### src/rtl/qam16_mapper.sv
// 16-QAM Gray mapper with input symbol FIFO and zero-inserting upsampler.
// Symbols are pushed through a valid/ready handshake. One symbol is popped at
// each phase-0 slot, mapped to signed I/Q levels, and followed by OSR-1 zero
// samples.
module qam16_mapper #(
  parameter int OSR        = 8,
  parameter int OUT_W      = 8,
  parameter int LEVEL      = 32,
  parameter int FIFO_DEPTH = 4
) (
  input  logic                            clk,
  input  logic                            rst,
  input  logic                            start,
  input  logic [3:0]                      sym_in,
  input  logic                            sym_valid,
  output logic                            sym_ready,
  output logic signed [OUT_W-1:0]         i_out,
  output logic signed [OUT_W-1:0]         q_out,
  output logic                            out_valid,
  output logic                            sym_strobe,
  output logic                            underrun,
  output logic [$clog2(FIFO_DEPTH):0]     fifo_level
);

  localparam int AW = $clog2(FIFO_DEPTH);
  localparam int PW = $clog2(OSR);

  localparam logic [AW:0]               FULL_CNT = (AW+1)'(FIFO_DEPTH);
  localparam logic [AW:0]               CNT_ONE  = (AW+1)'(1);
  localparam logic [AW-1:0]             PTR_ONE  = AW'(1);
  localparam logic [PW-1:0]             PH_LAST  = PW'(OSR - 1);
  localparam logic [PW-1:0]             PH_ONE   = PW'(1);
  localparam logic signed [OUT_W-1:0]   LVL1     = OUT_W'(LEVEL);
  localparam logic signed [OUT_W-1:0]   LVL3     = OUT_W'(3 * LEVEL);

  logic [3:0]    mem [FIFO_DEPTH];
  logic [AW-1:0] wr_ptr;
  logic [AW-1:0] rd_ptr;
  logic [AW:0]   count;
  logic [PW-1:0] phase;
  logic          push;
  logic          pop;
  logic          slot;
  logic [3:0]    head;

  // Gray mapping for a single axis.
  function automatic logic signed [OUT_W-1:0] gray_map(input logic [1:0] b);
    logic signed [OUT_W-1:0] v;
    case (b)
      2'b00:   v = -LVL3;
      2'b01:   v = -LVL1;
      2'b11:   v = LVL1;
      default: v = LVL3;
    endcase
    return v;
  endfunction

  assign sym_ready  = (count != FULL_CNT);
  assign fifo_level = count;
  assign head       = mem[rd_ptr];

  // Handshake and slot decode; the pop only looks at the registered count,
  // so a symbol pushed on the same edge cannot be popped on that edge.
  always_comb begin
    slot = start && (phase == '0);
    push = sym_valid && sym_ready;
    pop  = slot && (count != '0);
  end

  // Symbol storage; contents need no reset because the pointers define validity.
  always_ff @(posedge clk) begin
    if (push) mem[wr_ptr] <= sym_in;
  end

  // FIFO pointers and occupancy.
  always_ff @(posedge clk) begin
    if (rst) begin
      wr_ptr <= '0;
      rd_ptr <= '0;
      count  <= '0;
    end else begin
      if (push) wr_ptr <= wr_ptr + PTR_ONE;
      if (pop)  rd_ptr <= rd_ptr + PTR_ONE;
      case ({push, pop})
        2'b10:   count <= count + CNT_ONE;
        2'b01:   count <= count - CNT_ONE;
        default: count <= count;
      endcase
    end
  end

  // Sample phase within a symbol; held at 0 while stopped so a restart begins a new slot.
  always_ff @(posedge clk) begin
    if (rst || !start)        phase <= '0;
    else if (phase == PH_LAST) phase <= '0;
    else                      phase <= phase + PH_ONE;
  end

  // Registered sample outputs and the sticky underrun flag.
  always_ff @(posedge clk) begin
    if (rst) begin
      i_out      <= '0;
      q_out      <= '0;
      out_valid  <= 1'b0;
      sym_strobe <= 1'b0;
      underrun   <= 1'b0;
    end else begin
      out_valid  <= start;
      i_out      <= '0;
      q_out      <= '0;
      sym_strobe <= 1'b0;
      if (pop) begin
        i_out      <= gray_map(head[3:2]);
        q_out      <= gray_map(head[1:0]);
        sym_strobe <= 1'b1;
      end else if (slot) begin
        underrun   <= 1'b1;
      end
    end
  end

endmodule

### config.mk
export PLATFORM = sky130hd
export DESIGN_NAME = qam16_mapper
export DESIGN_NICKNAME = d
export VERILOG_FILES = /design/src/rtl/qam16_mapper.sv
export SDC_FILE = /design/constraint.sdc
export NUM_CORES = 1
export LEC_CHECK = 0
export CORE_MARGIN = 3
export CORE_UTILIZATION = 40
export DETAILED_ROUTE_END_ITERATION = 16
export PLACE_DENSITY = 0.76
export SLEW_MARGIN = 30
export SYNTH_ARGS = -nofsm -noshare
export SYNTH_HDL_FRONTEND = slang
export SYNTH_SLANG_ARGS = --single-unit
### constraint.sdc
create_clock -name clk -period 2.65 [get_ports clk]
set_clock_uncertainty 0.1 [all_clocks]
set_input_delay 0.53 -clock clk [delete_from_list [all_inputs] [get_ports clk]]
set_output_delay 0.53 -clock clk [all_outputs]
set_load 0.05 [all_outputs]
==> metrics.md <==
| Metric | Value |
|---|---|
| Status | `complete, no violations` |
| Area contributors post-synth | `edfxtp_1, dfxtp_1, ha_1` |
| Hpwl dp | `1.94 mm` |
| Row count | `22` |
| Clock latency at the later pin of the worst-skew pair | `0.29 ns` |
| Root Buffer | `clkbuf_8` |
| Slowest stage delay, CP | `0.49 ns` |
| Worst Path Arrival | `2.55 ns` |
| Resized cells post-CTS | `0` |
| Via Count | `933` |
| First-pass GRT wire length | `4.28 mm` |
| Final setup margin | `0.226 ns` |
| 1st-iter DRT viols | `48` |
| Leakage | `0.748 nW` |
| GP Congestion | `0.748` |
| Cell Area, Synth | `1600 sq um` |
| Layout filler cell count | `345` |
| Fin. max-slew vios | `0` |
| Core area | `3740 sq um` |
| Yosys top cell by area | `edfxtp_1` |
| Final setup fails | `0` |
| Cell Area, Placed | `1820 sq um` |
| Initial antenna violation count | `0` |
| # H-tree levels | `2` |
| Relative slew slack | `66.3%` |
| Met2 WL | `1.31 mm` |
| Prevailing post-synth register cell | `dfxtp_1` |
| CTS max path bufs | `2` |
| Worst R2R Setup Slack | `0.40 ns` |
| Pwr per Cell Area | `886 nW/um^2` |
| DRT met1 WL | `990 um` |
| Seq cells post-synth | `36` |
| Post-layout util | `50.8%` |
| Crit Path Class | `in2reg` |
| DRC viols | `0` |
| Routed wl met3 | `125 um` |
| Synth-to-layout area growth | `19.1%` |
| Startpoint Class | `primary input` |
| Post-route insts no fill | `204` |
| Area of the multi-input gates | `609 sq um` |
| Hold Crit Depth | `2` |
| ANT nets after route | `0` |
| Worst vdd ir | `0.496 mV` |
| Seq/Total Area, Yosys | `55.2%` |
| Placement Setup Slack | `-0.0327 ns` |
| Hold WS | `0.391 ns` |
| Worst-path cell chain | `clkdlybuf4s50_1 > nand3b_1 > nor2_1 > ha_1 > inv_1 > fa_1 > xor2_1 > or3_1 > a21oi_1` |
| Die X | `69.2 um` |
| Port Buffer Count | `20` |
| Storage element area | `881 sq um` |
| Critical Path Slowest Stage Cell | `clkdlybuf4s50_1` |
| Max-cap viol count | `0` |
| Unique masters post-synth | `28` |
| GRT Overall Usage | `11.3%` |
| N_diodes | `0` |
| Async SR Flop Fraction | `0%` |
| CTS Sinks | `36` |
| Fin crit period | `2.42 ns` |
| Worst-margin pin slew | `0.502 ns` |
| Peak Freq | `413 MHz` |
| Post-synth EDFFs | `16` |
| Finished Cell Area | `1900 sq um` |
| Vias per inst | `4.57` |
| CTS Buf Count | `5` |
| CTS tree | `yes` |
| Yosys Warn Count | `0` |
| Post-synthesis cell count | `129` |
| Overall power | `1.68 mW` |
| Setup TNS | `0 ns` |
| Most frequent cell after synthesis | `dfxtp_1` |
| CP Data Required Time | `2.77 ns` |
| Post-CTS setup buffer count | `0` |
| Total wire length | `2.47 mm` |
| Die height | `69.2 um` |
| Routed WL per cell | `12.1 um` |
| First-pass detailed-route iteration total | `4` |
| Mean Syn Cell Area | `12.4 sq um` |
| Reg clk slew, reported paths | `0.07 ns` |
| RSZ-0062 raised after global routing | `false` |
| Initial Util | `42.6%` |
| CP Capture Type | `flip-flop` |
| Largest net degree at the start of global routing | `12` |
| Layout net count | `178` |
| Post-CTS Hold Buffers | `0` |
| Top Metal Used | `met4` |
| Placed cells | `196` |
| GR Overflow Total | `0` |
| Final hold vios | `0` |
| Die ar. | `4780 sq um` |
| Synth cell count leaders | `dfxtp_1, edfxtp_1, ha_1, inv_1, buf_4` |
| Vias in the first global route | `973` |
| Top cell type's share of synthesized area | `30.1%` |
| I/O Pins | `31` |
| Worst hold path type | `reg2reg` |
| Worst-path maximum fanout | `3` |
| Fraction of layout cells with a size suffix above 1 | `10.3%` |
| Worst Reg-to-Reg Cells | `10` |
| Final period util | `91.5%` |
registers in the layout (all words and copies together) (netlist names), named ones only:
name        flops
rd_ptr          2
i_out           3
phase           3
underrun        1
fifo_level      3
wr_ptr          2
q_out           2
mem            16
out_valid       1
sym_strobe      1
path summary, 6_finish.rpt:
| check | startpoint | endpoint |
|---|---|---|
| worst min-delay path | underrun | underrun |
| worst min register to register | underrun | underrun |
| worst max register to register | phase[0] | fifo_level[2] |
| worst max-delay path | start | fifo_level[2] |
area by class of cell:
class / count / area share, %
inverter: 14 / 2.76
sequential: 36 / 46.3
clock buffer: 5 / 3.62
tap: 48 / 3.16
clock inverter: 3 / 0.724
multi-input combinational: 76 / 32.1
timing repair buffer: 22 / 11.3
power breakdown:
group / leakage [nW] / total [mW] / internal (mW) / switching [mW]
logic: 0.392 / 0.597 / 0.217 / 0.380
registers: 0.310 / 0.719 / 0.658 / 0.0608
clock network: 0.0453 / 0.368 / 0.178 / 0.190
cells by family (layout without fill, tap and decap cells):
logic type | Yosys count | in the layout | share of synthesized area, %
AO/OA/AOI/OAI | 10 | 10 | 3.92
XOR/XNOR | 2 | 2 | 1.10
adder cells (fa/ha/maj) | 15 | 15 | 12.2
buffers and inverters | 26 | 44 | 8.71
flip-flops | 36 | 36 | 55.2
multiplexers | 6 | 6 | 6.98
other | 1 | 10 | 0.235
AND/OR/NAND/NOR | 33 | 33 | 11.6
worst max-delay path, delay by kind of cell:
kind	cells	cell delay (ns)
adder cells (fa/ha/maj)	2	0.59
AND/OR/NAND/NOR	3	0.56
buffers and inverters	2	0.55
XOR/XNOR	1	0.16
AO/OA/AOI/OAI	1	0.15
routing by layer:
metal	GRT usage (%)	up-vias
met4	4.56	0
met3	4.08	4
li1	-	466
met2	20.0	27
met5	0	-
met1	12.1	436
placed cells by master (no fill, tap or decap):
master,Yosys,layout
or3_1,2,2
o31ai_1,1,1
ha_1,14,14
mux2i_1,1,1
fa_1,1,1
or4_1,1,1
o21ai_0,2,2
and2_1,9,9
a41oi_1,1,1
clkdlybuf4s50_1,0,20
nand3b_1,1,1
nor3b_1,2,2
nor3_1,2,2
mux4_2,4,4
buf_4,11,2
nor3_2,1,1
inv_1,14,14
clkbuf_8,0,5
a21boi_2,1,1
mux2_2,1,1
nand2b_1,2,2
nor2b_1,2,2
conb_1,1,10
nand2_1,1,1
edfxtp_1,16,16
a21oi_1,5,5
dfxtp_1,20,20
nor2_1,10,10
clkinv_1,0,1
xor2_1,2,2
clkinv_2,0,2
Power figures use the tool's default switching activity.
